<file path="src/rtl/ssd1306_command_decoder.sv">
// SSD1306-compatible command/data decoder: interprets the SPI byte stream, keeps display
// settings and the GDDRAM write pointer, and emits one bitmap RAM write per data byte.
module ssd1306_command_decoder #(
  parameter int PAGES = 8
) (
  input  logic       Clock,
  input  logic       Reset,
  input  logic       DC_i,
  input  logic [7:0] Data_i,
  input  logic       DataValid_i,
  output logic       WriteEnable_o,
  output logic [9:0] WriteAddress_o,
  output logic [7:0] WriteData_o,
  output logic       DisplayOn_o,
  output logic       Inverse_o,
  output logic [7:0] Contrast_o
);

  typedef enum logic [2:0] {
    CMD,
    ARG_CONTRAST,
    ARG_MODE,
    ARG_COL_START,
    ARG_COL_END,
    ARG_PAGE_START,
    ARG_PAGE_END
  } state_e;

  localparam logic [1:0] MODE_HORIZ = 2'b00;
  localparam logic [1:0] MODE_VERT  = 2'b01;
  localparam logic [1:0] MODE_PAGE  = 2'b10;
  localparam logic [2:0] LAST_PAGE  = 3'(PAGES - 1);
  localparam logic [6:0] LAST_COL   = 7'd127;

  state_e     state_q, state_d;
  logic       we_q, we_d;
  logic [9:0] addr_q, addr_d;
  logic [7:0] wdata_q, wdata_d;
  logic       disp_q, disp_d;
  logic       inv_q, inv_d;
  logic [7:0] contrast_q, contrast_d;
  logic [1:0] mode_q, mode_d;
  logic [6:0] col_q, col_d;
  logic [2:0] page_q, page_d;
  logic [6:0] col_start_q, col_start_d;
  logic [6:0] col_end_q, col_end_d;
  logic [2:0] page_start_q, page_start_d;
  logic [2:0] page_end_q, page_end_d;

  logic       col_at_end;
  logic       page_at_end;
  logic [6:0] col_adv;
  logic [2:0] page_adv;

  // A range end past the physical edge never matches, so the physical edge also wraps.
  always_comb begin
    col_at_end  = (col_q == col_end_q) || (col_q == LAST_COL);
    page_at_end = (page_q == page_end_q) || (page_q == LAST_PAGE);
    col_adv     = col_at_end ? col_start_q : col_q + 7'd1;
    page_adv    = page_at_end ? page_start_q : page_q + 3'd1;
  end

  always_comb begin
    state_d      = state_q;
    we_d         = 1'b0;
    addr_d       = addr_q;
    wdata_d      = wdata_q;
    disp_d       = disp_q;
    inv_d        = inv_q;
    contrast_d   = contrast_q;
    mode_d       = mode_q;
    col_d        = col_q;
    page_d       = page_q;
    col_start_d  = col_start_q;
    col_end_d    = col_end_q;
    page_start_d = page_start_q;
    page_end_d   = page_end_q;

    if (DataValid_i) begin
      if (DC_i) begin
        // Data always wins: any half-received command is dropped.
        state_d = CMD;
        we_d    = 1'b1;
        addr_d  = {page_q, col_q};
        wdata_d = Data_i;
        case (mode_q)
          MODE_HORIZ: begin
            col_d = col_adv;
            if (col_at_end) page_d = page_adv;
          end
          MODE_VERT: begin
            page_d = page_adv;
            if (page_at_end) col_d = col_adv;
          end
          default: col_d = col_q + 7'd1;
        endcase
      end else begin
        case (state_q)
          CMD: begin
            case (Data_i)
              8'hAE: disp_d = 1'b0;
              8'hAF: disp_d = 1'b1;
              8'hA6: inv_d = 1'b0;
              8'hA7: inv_d = 1'b1;
              8'h81: state_d = ARG_CONTRAST;
              8'h20: state_d = ARG_MODE;
              8'h21: state_d = ARG_COL_START;
              8'h22: state_d = ARG_PAGE_START;
              default: begin
                if (mode_q == MODE_PAGE) begin
                  if (Data_i[7:4] == 4'h0) begin
                    col_d[3:0] = Data_i[3:0];
                  end else if (Data_i[7:3] == 5'b00010) begin
                    col_d[6:4] = Data_i[2:0];
                  end else if (Data_i[7:3] == 5'b10110) begin
                    page_d = Data_i[2:0];
                  end
                end
              end
            endcase
          end
          ARG_CONTRAST: begin
            contrast_d = Data_i;
            state_d    = CMD;
          end
          ARG_MODE: begin
            if (Data_i[1:0] != 2'b11) mode_d = Data_i[1:0];
            state_d = CMD;
          end
          ARG_COL_START: begin
            col_start_d = Data_i[6:0];
            state_d     = ARG_COL_END;
          end
          ARG_COL_END: begin
            col_end_d = Data_i[6:0];
            col_d     = col_start_q;
            state_d   = CMD;
          end
          ARG_PAGE_START: begin
            page_start_d = Data_i[2:0];
            state_d      = ARG_PAGE_END;
          end
          ARG_PAGE_END: begin
            page_end_d = Data_i[2:0];
            page_d     = page_start_q;
            state_d    = CMD;
          end
          default: state_d = CMD;
        endcase
      end
    end
  end

  always_ff @(posedge Clock or posedge Reset) begin
    if (Reset) begin
      state_q      <= CMD;
      we_q         <= 1'b0;
      addr_q       <= '0;
      wdata_q      <= '0;
      disp_q       <= 1'b0;
      inv_q        <= 1'b0;
      contrast_q   <= 8'h7F;
      mode_q       <= MODE_PAGE;
      col_q        <= '0;
      page_q       <= '0;
      col_start_q  <= '0;
      col_end_q    <= LAST_COL;
      page_start_q <= '0;
      page_end_q   <= LAST_PAGE;
    end else begin
      state_q      <= state_d;
      we_q         <= we_d;
      addr_q       <= addr_d;
      wdata_q      <= wdata_d;
      disp_q       <= disp_d;
      inv_q        <= inv_d;
      contrast_q   <= contrast_d;
      mode_q       <= mode_d;
      col_q        <= col_d;
      page_q       <= page_d;
      col_start_q  <= col_start_d;
      col_end_q    <= col_end_d;
      page_start_q <= page_start_d;
      page_end_q   <= page_end_d;
    end
  end

  assign WriteEnable_o  = we_q;
  assign WriteAddress_o = addr_q;
  assign WriteData_o    = wdata_q;
  assign DisplayOn_o    = disp_q;
  assign Inverse_o      = inv_q;
  assign Contrast_o     = contrast_q;

endmodule

</file>
<file path="config.mk">
export PLATFORM = sky130hd
export DESIGN_NAME = ssd1306_command_decoder
export DESIGN_NICKNAME = d
export VERILOG_FILES = /design/src/rtl/ssd1306_command_decoder.sv
export SDC_FILE = /design/constraint.sdc
export NUM_CORES = 1
export LEC_CHECK = 0
export CELL_PAD_IN_SITES_DETAIL_PLACEMENT = 0
export CELL_PAD_IN_SITES_GLOBAL_PLACEMENT = 2
export CORE_ASPECT_RATIO = 0.9
export CORE_MARGIN = 2
export CORE_UTILIZATION = 37
export CTS_CLUSTER_DIAMETER = 120
export DETAILED_ROUTE_END_ITERATION = 10
export MAX_ROUTING_LAYER = met4
export PLACE_DENSITY_LB_ADDON = 0.05
export SKIP_LAST_GASP = 1
export SYNTH_ARGS = -nofsm -noshare
export SYNTH_HDL_FRONTEND = slang
export SYNTH_SLANG_ARGS = --single-unit
</file>
<file path="constraint.sdc">
create_clock -name Clock -period 2.6 [get_ports Clock]
set_input_delay 0.52 -clock Clock [delete_from_list [all_inputs] [get_ports Clock]]
set_output_delay 0.52 -clock Clock [all_outputs]
set_load 0.1 [all_outputs]
</file>
==> out/metrics.cfg, run 1 <==
[floorplanning]
die_h_um=94.0
fp-row-count=32
placeableCoreArea_sq_mm=0.00865
fp.dieW_um=104
io_pins=41
start_util_pct=38.5
die_area_sq_mm=0.00978

[synthesis]
syn_area_per_cell_sq_um=11.2
postSynth.asyncResetShare_pct=100
synth.yosys.seq_area_share_pct=48.7
mappedNetlistArea_sq_mm=0.00333
synth_enable_flop_cells=0
top_cell_type_by_total_area_after_synthesis=dfrtp_1
synthFlopType=dfrtp_1
netlist_top_cells_area=dfrtp_1 35%, mux2_2 15%, dfstp_2 14%
synth_warnings=0
post_synth_most_frequent_cells=46 x dfrtp_1, 44 x mux2_2, 20 x nor2_1
post-synth-top-count-cell=dfrtp_1
synth.lib_cells_used.distinct=59
syn_inst=298
ys_seq_elements=64
synthesis.nets=313
netlist.area_leader.share_pct=34.5

[clock_tree]
clk-insertion-delay-late_ns=0.34
h-tree-depth=3
clock_tree_from_tritoncts=yes
cts_root_buffer=clkbuf_8
clock_edge_transition_at_the_registers_on_the_reported_setup_and_hold_paths_ns=0.07
post_cts_resize_count=0
cts_buffers=9
cts.path.max_buffers=2
numClockSinks=64
post_cts_setup_buffer_count=0
ctsHoldBuffers=0

[global_routing]
grt_pass1_wl_mm=14.6
grt_start_max_net_pins=28
grt_util_all_layers_pct=20.2
grt_antenna_before_repair=0
grt_pass1_vias=2554
gr_ovfl_total=0
grt.met1_usage_pct=30.3
gr-usage-met2_pct=27.8
most_used_routing_layer_in_global_routing=met1
gr-usage-met3_pct=4.02

[sta]
layout_worst_path_cycle_share_pct=90.1
finalClockSkew_ns=0.00680
timing.final.setup_violations=0
timing.final.max_slew_violations=0
unrepaired_setup_endpoints_after_global_routing=false
timing.fmax_mhz=427
max-slew-margin-rel_pct=60.9
finalHoldViolations=0
final.min_clock_period_ns=2.34
whs_ns=0.480
worst_slew_pin_slew_ns=0.584

[worst_setup_path]
critPathMaxFanout=3
rr_startpoint=col_q[3]$_DFFE_PP0P_
timing.setup.critical_path_class=primary input to register
rrSetupSlack_ns=0.41
timing.rr.end=page_q[2]$_DFFE_PP0P_
cp_data_arrival_time_ns=2.57
timing.critical_path.max_delay_family=simple AND/OR/NAND/NOR gates
critical_path.cell_chain=clkdlybuf4s50_1, or3b_2, nor4_1, a21oi_1, a221oi_2, mux2_2
worst_setup_path_start_kind=primary input
setup.worst_path.end_class=register
worst-path-buf-inv=1
crit_path_top_delay_cell=clkdlybuf4s50_1
reg2regPathDepth=5
worst_path_largest_cell_delay_ns=0.50
cp_data_required_time_ns=2.83
worst-path-stages=6

[min_path]
worst_hold_endpoint=WriteData_o[3]$_DFFE_PP0P_
worstHoldStart=WriteData_o[3]$_DFFE_PP0P_
hold_class=register to register
hold_path_depth=2

[cells_and_area]
area_growth_from_synthesis_to_final_layout_pct=24.3
drive_gt1_share_pct=40.5
antennaDiodeCount=0
register_area_sq_mm=0.00162
finalCoreUtilization_pct=47.9
filler_cell_count=847
final_nets=380
multi_input_comb_area_sq_mm=0.00156

[routing]
via_per_inst=5.21
ant_nets=0
detailroute.via_count=2550
dr.pass1.iters=4
drcViolationCount=0
totalWireLength_mm=8.82
detail_route.wl_per_cell_um=18.0
drt-initial-drc-count=128

[power]
power.clock.fraction_pct=22.3
comb_power_share_pct=39.7
leakagePower_nw=1.83
power.density_mw_per_mm2=810
seq_power_share_pct=38.0
switching_power_mw=1.49
irDropWorstVdd_mv=0.452
power_switching_share_pct=44.5
power_report.internal_total_mw=1.86

[run_status]
outcome=finished clean

[placement]
portBuffers=40
detailed_place_hpwl_mm=6.59
gpl.final_weighted_congestion=0.791

[job]
max-cap-violations=0

cell families after synthesis:
family                   synth area share (%)
AO/OA/AOI/OAI                            13.7
XOR/XNOR                                 2.89
adder cells (fa/ha/maj)                  1.13
buffers and inverters                    4.43
flip-flops                               48.7
multiplexers                             15.8
AND/OR/NAND/NOR                          13.4
metal layers:
layer / routed length (um) / up-vias
met1: 4630 / 1249
met3: 467 / 7
met2: 3640 / 64
met4: 80 / 0
met5: 0 / -
li1: - / 1230
cell type report:
cell class	count	area share [%]
Multi-Input combinational cell	209	37.7
Tap cell	119	3.59
Timing Repair Buffer	73	14.8
Clock buffer	11	3.17
Clock inverter	5	0.845
Inverter	8	0.725
Sequential cell	64	39.2
worst min-delay path, delay by kind of cell, from the launching register on:
| family | cells | cell delay [ns] |
|---|---|---|
| DFF | 1 | 0.35 |
| AOI/OAI and AO/OA | 1 | 0.06 |
| and+or+nand+nor | 1 | 0.04 |
how the worst max path moves through the flow:
stage / startpoint / end / slack, ns
floorplan: Data_i[5] / col_q[2]$_DFFE_PP0P_ / 0.41
global placement: Data_i[4] / page_q[2]$_DFFE_PP0P_ / -0.07
detailed placement: Data_i[4] / page_q[2]$_DFFE_PP0P_ / -0.09
CTS: Data_i[4] / page_q[2]$_DFFE_PP0P_ / 0.26
global route: Data_i[4] / page_q[0]$_DFFE_PP0P_ / 0.13
finish: Data_i[4] / page_q[2]$_DFFE_PP0P_ / 0.26
cell usage in the layout, fill, tap and decap left out, types with 5 or more instances in the layout:
| master | synthesis | layout |
|---|---|---|
| buf_4 | 1 | 59 |
| dfrtp_1 | 46 | 46 |
| mux2_2 | 44 | 44 |
| nor2_1 | 20 | 20 |
| dfstp_2 | 18 | 18 |
| o21ai_0 | 17 | 17 |
| nand2_1 | 15 | 15 |
| a21oi_1 | 12 | 12 |
| clkdlybuf4s50_1 | 0 | 11 |
| nand3_1 | 10 | 10 |
| clkbuf_8 | 1 | 9 |
| o31ai_1 | 8 | 8 |
| inv_1 | 8 | 7 |
| xor2_1 | 7 | 7 |
| nor3_1 | 7 | 7 |
| a31oi_1 | 6 | 6 |
| nand2b_1 | 5 | 5 |
power by group through the flow:
| stage | combinational (mW) | sequential, mW | clock (mW) |
|---|---|---|---|
| 6_report | 1.33 | 1.27 | 0.749 |
| 5_1_grt | 1.41 | 1.30 | 0.814 |
| 4_1_cts | 1.34 | 1.28 | 0.781 |
| 3_5_place_dp | 1.34 | 1.30 | 0 |
| 3_3_place_gp | 1.33 | 1.29 | 0 |
| 2_1_floorplan | 0.356 | 1.94 | 0 |
registers in the layout (all words and copies together), names as in the netlist:
register,flops
WriteEnable_o,1
WriteAddress_o,10
state_q,3
mode_q,2
Inverse_o,1
DisplayOn_o,1
col_end_q,7
page_end_q,3
Contrast_o,8
WriteData_o,8
col_q,7
col_start_q,7
page_start_q,3
page_q,3
metrics by stage:
| stage | instances | TNS (ns) | setup WS [ns] | power (mW) | cell area (sq um) |
|---|---|---|---|---|---|
| after floorplan | 298 | 0 | 0.411 | 2.29 | 3330 |
| after global placement | 473 | -0.112 | -0.0695 | 2.63 | 3980 |
| after detailed placement | 473 | -0.175 | -0.0871 | 2.64 | 3980 |
| after CTS | 489 | 0 | 0.258 | 3.40 | 4140 |
| after global routing | 489 | 0 | 0.132 | 3.52 | 4140 |
| final | 489 | 0 | 0.258 | 3.36 | 4140 |
(Power assumes the default switching activity.)
==> run 2, diff against run 1 <==
--- a/config.mk
+++ b/config.mk
@@ -9,7 +9,7 @@
 export CELL_PAD_IN_SITES_GLOBAL_PLACEMENT = 2
 export CORE_ASPECT_RATIO = 0.9
 export CORE_MARGIN = 2
-export CORE_UTILIZATION = 37
+export CORE_UTILIZATION = 33
 export CTS_CLUSTER_DIAMETER = 120
 export DETAILED_ROUTE_END_ITERATION = 10
 export MAX_ROUTING_LAYER = met4
==> constraint.sdc (replaced) <==
create_clock -name Clock -period 1.92 [get_ports Clock]
set_input_delay 0.384 -clock Clock [delete_from_list [all_inputs] [get_ports Clock]]
set_output_delay 0.384 -clock Clock [all_outputs]
set_load 0.1 [all_outputs]
==> run 2 against run 1 <==
  * The flow now finishes with violations (negative setup slack)
  * Worst hold slack hardly changed
  * Final cell count grew 9.2%
  * Clock skew is 0.0022 ns lower
  * Count of clock-buffer cells in the layout rose by 1
  * Combinational power increased by 65%
  * First-iteration DRC count increased by 9.4%
  * Sequential share of layout area fell by 5.5 points
  * Core utilization grew 1.7 points
  * Sequential power grew 38%
  * Critical endpoint is now page_q[1]$_DFFE_PP0P_
  * Largest power group unchanged
==> out/metrics.cfg, run 2 (synthesized netlist as in run 1, its figures left out) <==
[global_routing]
grt_util_all_layers_pct=18.7  ; -1.4 points
grt_start_max_net_pins=65  ; +130%
grt_pass1_wl_mm=14.7  ; +0.75%
grt_pass1_vias=2694  ; +5.5%
grt_antenna_before_repair=0  ; unchanged
gr_ovfl_total=0  ; unchanged

[sta]
worst_slew_pin_slew_ns=0.364  ; -0.220 ns
post-route-worst-setup-slack_ns=-0.0820  ; -0.340 ns
unrepaired_setup_endpoints_after_global_routing=true
finalClockSkew_ns=0.00461  ; -0.00219 ns
finalHoldViolations=0  ; unchanged
timing.final.max_slew_violations=0  ; unchanged
timing.final.setup_violations=4  ; +4
final.min_clock_period_ns=2.00
max-slew-margin-rel_pct=75.7  ; +15 points
timing.fmax_mhz=499
whs_ns=0.480  ; -0.000350 ns
layout_worst_path_cycle_share_pct=104
finalSetupTns_ns=-0.270  ; -0.270 ns

[placement]
portBuffers=40  ; unchanged
dpl-instance-area_sq_mm=0.00446  ; +12%
detailed_place_hpwl_mm=6.89  ; +4.4%
dpl_worst_slack_ns=-0.590  ; -0.502 ns
gpl.final_weighted_congestion=0.818  ; +3.4%

[clock_tree]
h-tree-depth=3  ; unchanged
clock_edge_transition_at_the_registers_on_the_reported_setup_and_hold_paths_ns=0.07  ; about the same
numClockSinks=64  ; unchanged
cts_root_buffer=clkbuf_8
clock_tree_from_tritoncts=yes
cts.path.max_buffers=2  ; unchanged
cts_buffers=9  ; unchanged
clk-insertion-delay-late_ns=0.34  ; about the same
ctsHoldBuffers=0  ; unchanged

[floorplanning]
die_area_sq_mm=0.0109  ; +12%
fp.dieW_um=110  ; +5.7%
die_h_um=99.3  ; +5.6%
io_pins=41  ; unchanged
start_util_pct=34.2  ; -4.3 points
fp-row-count=34  ; +6.3%
placeableCoreArea_sq_mm=0.00974  ; +13%

[worst_setup_path]
worst_setup_path_start_kind=register
timing.setup.critical_path_class=register to register
cp_data_arrival_time_ns=2.26  ; -0.31 ns
cp_data_required_time_ns=2.18  ; -0.65 ns
critPathMaxFanout=4  ; +1
setup.worst_path.end_class=register

[cells_and_area]
register_area_sq_mm=0.00163  ; +0.15%
drive_gt1_share_pct=53.2  ; +13 points
commonest_cells_after_routing_fill_and_taps_aside=82 x buf_4, 44 x dfrtp_1, 43 x mux2_2
area_growth_from_synthesis_to_final_layout_pct=45.0
final_nets=418  ; +10%
antennaDiodeCount=0  ; unchanged
most_frequent_standard_cell_in_the_layout_excluding_fill_and_tap_cells=buf_4
finalCoreUtilization_pct=49.6  ; +1.7 points
filler_cell_count=908  ; +7.2%
final_design_area_no_fill_sq_mm=0.00483  ; +17%
max_ffs_per_register=10  ; unchanged
multi_input_comb_area_sq_mm=0.00176  ; +12%

[routing]
ant_nets=0  ; unchanged
drt-initial-drc-count=140  ; +9.4%
met2_wl_mm=4.03  ; +10%
via_per_inst=5.03  ; -3.5%
detail_route.wl_per_cell_um=17.1  ; -5.0%
dr.pass1.iters=4  ; unchanged
drcViolationCount=0  ; unchanged
top_layer_used=met4
wire_length_the_detailed_router_placed_on_met1_mm=4.60  ; -0.65%
dr_wl_met3_um=438  ; -6.2%
totalWireLength_mm=9.15  ; +3.7%
detailroute.via_count=2687  ; +5.4%

[power]
power.density_mw_per_mm2=1040  ; +29%
irDropWorstVdd_mv=0.653  ; +44%
leakagePower_nw=2.11  ; +16%

[job]
max-cap-violations=0  ; unchanged

[min_path]
hold_class=primary input to asynchronous set/reset pin

[run_status]
outcome=finished with violations
violations=negative setup slack

==> run 2: report_power, final <==
part	internal [mW]	leakage, nW	switching, mW
Clock	0.571	0.0906	0.525
Combinational	0.796	1.25	1.40
Sequential	1.56	0.767	0.189
Total	2.93	2.11	2.12
==> run 2: repair_timing <==
| action | in CTS | in global routing |
|---|---|---|
| setup endpoints to repair | 11 | 15 |
| pin swaps | 9 | 14 |
| gates resized for setup | 16 | 28 |
| buffers inserted | 2 | 0 |
==> run 2: worst max-delay path, stage by stage (launching register included) <==
cell      delay, ns
dfstp_2        0.54
xnor2_1        0.15
nor4b_4        0.34
a21oi_4        0.12
a221oi_4       0.39
buf_4          0.18
nor2_2         0.03
a31oi_1        0.15
==> run 2: final timing paths <==
kind / start / end / slack, ns / depth (start not counted)
worst max register to register: col_end_q[5]$_DFFE_PP1P_ / page_q[1]$_DFFE_PP0P_ / -0.08 / 7
min in group Clock: WriteAddress_o[2]$_DFFE_PP0P_ / WriteAddress_o[2]$_DFFE_PP0P_ / 0.49 / 2
worst min register to register: WriteAddress_o[2]$_DFFE_PP0P_ / WriteAddress_o[2]$_DFFE_PP0P_ / 0.49 / 2
worst min-delay path: Reset / WriteData_o[0]$_DFFE_PP0P_ / 0.48 / 3
max in group asynchronous: Reset / page_end_q[1]$_DFFE_PP1P_ / 1.11 / 3
worst max-delay path: col_end_q[5]$_DFFE_PP1P_ / page_q[1]$_DFFE_PP0P_ / -0.08 / 7
==> run 2: final cells by class <==
type | instances | share of cell area (%)
Multi-Input combinational cell | 209 | 36.3
Sequential cell | 64 | 33.7
Timing Repair Buffer | 111 | 22.1
Clock buffer | 12 | 3.42
Tap cell | 126 | 3.26
Inverter | 8 | 0.699
Clock inverter | 4 | 0.570
==> run 2: stage by stage <==
step,power [mW],std cells
6_report,5.04,534
5_1_grt,5.31,534
4_1_cts,5.07,534
3_5_place_dp,3.90,516
3_3_place_gp,3.88,516
2_1_floorplan,3.12,298
==> run 2: per-layer routing <==
layer | global-route usage (%) | vias up
li1 | - | 1307
met1 | 26.5 | 1311
met2 | 26.9 | 61
met3 | 4.06 | 8
met4 | 5.55 | 0
met5 | - | -
==> run 3, diff against run 2 <==
--- a/config.mk
+++ b/config.mk
@@ -7,14 +7,15 @@
 export LEC_CHECK = 0
 export CELL_PAD_IN_SITES_DETAIL_PLACEMENT = 0
 export CELL_PAD_IN_SITES_GLOBAL_PLACEMENT = 2
-export CORE_ASPECT_RATIO = 0.9
+export CORE_ASPECT_RATIO = 1.5
 export CORE_MARGIN = 2
 export CORE_UTILIZATION = 33
 export CTS_CLUSTER_DIAMETER = 120
 export DETAILED_ROUTE_END_ITERATION = 10
 export MAX_ROUTING_LAYER = met4
-export PLACE_DENSITY_LB_ADDON = 0.05
+export PLACE_DENSITY_LB_ADDON = 0.1
 export SKIP_LAST_GASP = 1
 export SYNTH_ARGS = -nofsm -noshare
 export SYNTH_HDL_FRONTEND = slang
 export SYNTH_SLANG_ARGS = --single-unit
+export TNS_END_PERCENT = 10
==> run 3 against run 2 <==
  * Largest power group unchanged
  * Core utilization fell by 0.78 points
  * Non-clock buffer count fell by 5
  * Global-route usage rose by 0.59 points
  * First-iteration DRC count fell by 33%
  * Wire length rose by 4.0%
  * Power rose by 5.7%
  * Die area rose by 0.14%
  * The flow still finishes with violations (negative setup slack)
==> out/metrics.cfg, run 3 (synthesized netlist as in run 1, its figures left out) <==
[run_status]
outcome=finished with violations
violations=negative setup slack

[power]
switching_power_mw=2.15  ; +1.5%
comb_power_share_pct=39.4  ; -4.2 points
power_switching_share_pct=40.3  ; -1.7 points
power_report.internal_total_mw=3.18  ; +8.8%
power.density_mw_per_mm2=1120  ; +7.4%
leakagePower_nw=2.11  ; about the same
power.clock.fraction_pct=28.0  ; +6.3 points
seq_power_share_pct=32.6  ; -2.0 points
irDropWorstVdd_mv=0.588  ; -10%

[placement]
detailed_place_hpwl_mm=7.03  ; +2.0%
dp_cells=500  ; -3.1%
dpl_worst_slack_ns=-0.581  ; +0.00874 ns
portBuffers=40  ; unchanged
gpl.final_weighted_congestion=0.801  ; -2.1%
dpl-instance-area_sq_mm=0.00441  ; -1.2%

[job]
max-cap-violations=0  ; unchanged

[sta]
post-route-worst-setup-slack_ns=-0.0570  ; +0.0251 ns
layout_worst_path_cycle_share_pct=103  ; -1.3 points
finalHoldViolations=0  ; unchanged
worst_slew_pin_slew_ns=0.359  ; -0.00495 ns
final.min_clock_period_ns=1.98  ; -0.0251 ns
unrepaired_setup_endpoints_after_global_routing=true
timing.final.setup_violations=6  ; +2
finalClockSkew_ns=0.00666  ; +0.00205 ns
max-slew-margin-rel_pct=76.0  ; +0.33 points
timing.final.max_slew_violations=0  ; unchanged
timing.fmax_mhz=506  ; +1.3%

[clock_tree]
h-tree-depth=3  ; unchanged
cts_buffers=9  ; unchanged
ctsHoldBuffers=0  ; unchanged
clk-insertion-delay-late_ns=0.33  ; about the same
clock_edge_transition_at_the_registers_on_the_reported_setup_and_hold_paths_ns=0.05  ; -0.02 ns
cts_root_buffer=clkbuf_16
cts.path.max_buffers=2  ; unchanged
clock_tree_from_tritoncts=yes
numClockSinks=64  ; unchanged

[worst_setup_path]
cp_data_required_time_ns=2.14  ; -0.04 ns
worst-path-stages=7  ; unchanged
critical_path.cell_chain=clkdlybuf4s50_1, or4b_4, o31ai_4, nand3_2, o21bai_1, a211o_1, nor2b_1
crit_path_top_delay_cell=or4b_4
rrSetupSlack_ns=-0.02  ; +0.06 ns
worst-path-buf-inv=1  ; unchanged
worst_setup_path_start_kind=primary input
rr_startpoint=mode_q[1]$_DFFE_PP1P_
timing.critical_path.max_delay_family=simple AND/OR/NAND/NOR gates
cp_data_arrival_time_ns=2.19  ; -0.07 ns
timing.rr.end=col_q[2]$_DFFE_PP0P_
worst_setup_path_startpoint=Data_i[7]
reg2regPathDepth=6  ; -1
timing.setup.critical_path_class=primary input to register
crit_path_end=col_q[2]$_DFFE_PP0P_
setup.worst_path.end_class=register
worst_path_largest_cell_delay_ns=0.57  ; +0.03 ns
critPathMaxFanout=2  ; -2

[global_routing]
grt_antenna_before_repair=0  ; unchanged
grt_pass1_wl_mm=15.3  ; +4.3%
grt_start_max_net_pins=65  ; unchanged
grt_util_all_layers_pct=19.3  ; +0.59 points
grt_pass1_vias=2766  ; +2.7%
gr_ovfl_total=0  ; unchanged

[cells_and_area]
final_nets=413  ; -1.2%
commonest_cells_after_routing_fill_and_taps_aside=79 x buf_4, 44 x dfrtp_1, 43 x mux2_2
most_frequent_standard_cell_in_the_layout_excluding_fill_and_tap_cells=buf_4
final_design_area_no_fill_sq_mm=0.00476  ; -1.6%
antennaDiodeCount=0  ; unchanged
drive_gt1_share_pct=48.9  ; -4.3 points
filler_cell_count=928  ; +2.2%
max_ffs_per_register=10  ; unchanged
register_area_sq_mm=0.00163  ; unchanged
stdcell_count=518  ; -3.0%
area_growth_from_synthesis_to_final_layout_pct=42.8
multi_input_comb_area_sq_mm=0.00166  ; -5.3%

[routing]
via_per_inst=5.22  ; +3.7%
totalWireLength_mm=9.52  ; +4.0%
ant_nets=0  ; unchanged
drt-initial-drc-count=94  ; -33%
drcViolationCount=0  ; unchanged
dr.pass1.iters=4  ; unchanged
detailroute.via_count=2702  ; +0.56%
detail_route.wl_per_cell_um=18.4  ; +7.2%

[min_path]
worstHoldStart=WriteAddress_o[2]$_DFFE_PP0P_
hold_class=register to register

[floorplanning]
fp-row-count=44  ; +29%
die_area_sq_mm=0.0109  ; +0.14%
io_pins=41  ; unchanged
placeableCoreArea_sq_mm=0.00974  ; about the same
die_h_um=127  ; +28%
fp.dieW_um=86.1  ; -22%
start_util_pct=34.2  ; about the same

[run 3: worst min path at each step]
| stage | end | slack [ns] | cells after the start |
|---|---|---|---|
| finish | WriteAddress_o[2]$_DFFE_PP0P_ | 0.48 | 2 |
| global route | WriteData_o[1]$_DFFE_PP0P_ | 0.53 | 1 |
| CTS | WriteAddress_o[2]$_DFFE_PP0P_ | 0.49 | 2 |
| detailed placement | WriteAddress_o[2]$_DFFE_PP0P_ | 0.47 | 2 |
| global placement | WriteAddress_o[2]$_DFFE_PP0P_ | 0.47 | 2 |
| floorplan | page_start_q[1]$_DFFE_PP0P_ | 0.48 | 1 |
[run 3: tightest hold or removal path: stages (launching register included)]
cell and delay, ns:
dfrtp_1 0.34, nand2_1 0.05, o21ai_0 0.06
[run 3: cell type report]
cell class | instances | share of cell area (%)
tap | 115 | 3.02
timing repair buffer | 106 | 21.4
clock inverter | 6 | 0.736
sequential | 64 | 34.2
inverter | 8 | 0.710
clock buffer | 10 | 5.02
multi-input combinational | 209 | 34.9
[run 3: layer usage]
metal	wire [um]	global-route usage, %
met2	5300	32.6
met1	3820	22.5
met3	195	3.10
met4	204	8.40
met5	0	-
[run 3: through the flow]
| stage | power, mW | util (%) | TNS [ns] | hold slack [ns] |
|---|---|---|---|---|
| 3_3_place_gp | 3.82 | 45.2 | -9.86 | 0.468 |
| 3_5_place_dp | 3.83 | 45.2 | -9.70 | 0.473 |
| 6_report | 5.33 | 48.8 | -0.237 | 0.483 |
| 4_1_cts | 5.38 | 48.5 | -0.251 | 0.485 |
| 2_1_floorplan | 3.12 | - | -0.0997 | 0.480 |
| 5_1_grt | 5.58 | 48.8 | -1.75 | 0.530 |
[run 3: repair_timing]
action                     CTS  global route
pin swaps                    6             4
setup endpoints to repair   13            12
setup buffers                0             2
resized for setup           16             4
[run 3: power groups by stage]
stage / Sequential, mW / Combinational [mW] / Clock (mW)
6_report: 1.74 / 2.10 / 1.49
5_1_grt: 1.77 / 2.21 / 1.59
2_1_floorplan: 2.62 / 0.497 / 0
3_3_place_gp: 1.76 / 2.07 / 0
3_5_place_dp: 1.76 / 2.07 / 0
4_1_cts: 1.74 / 2.09 / 1.55
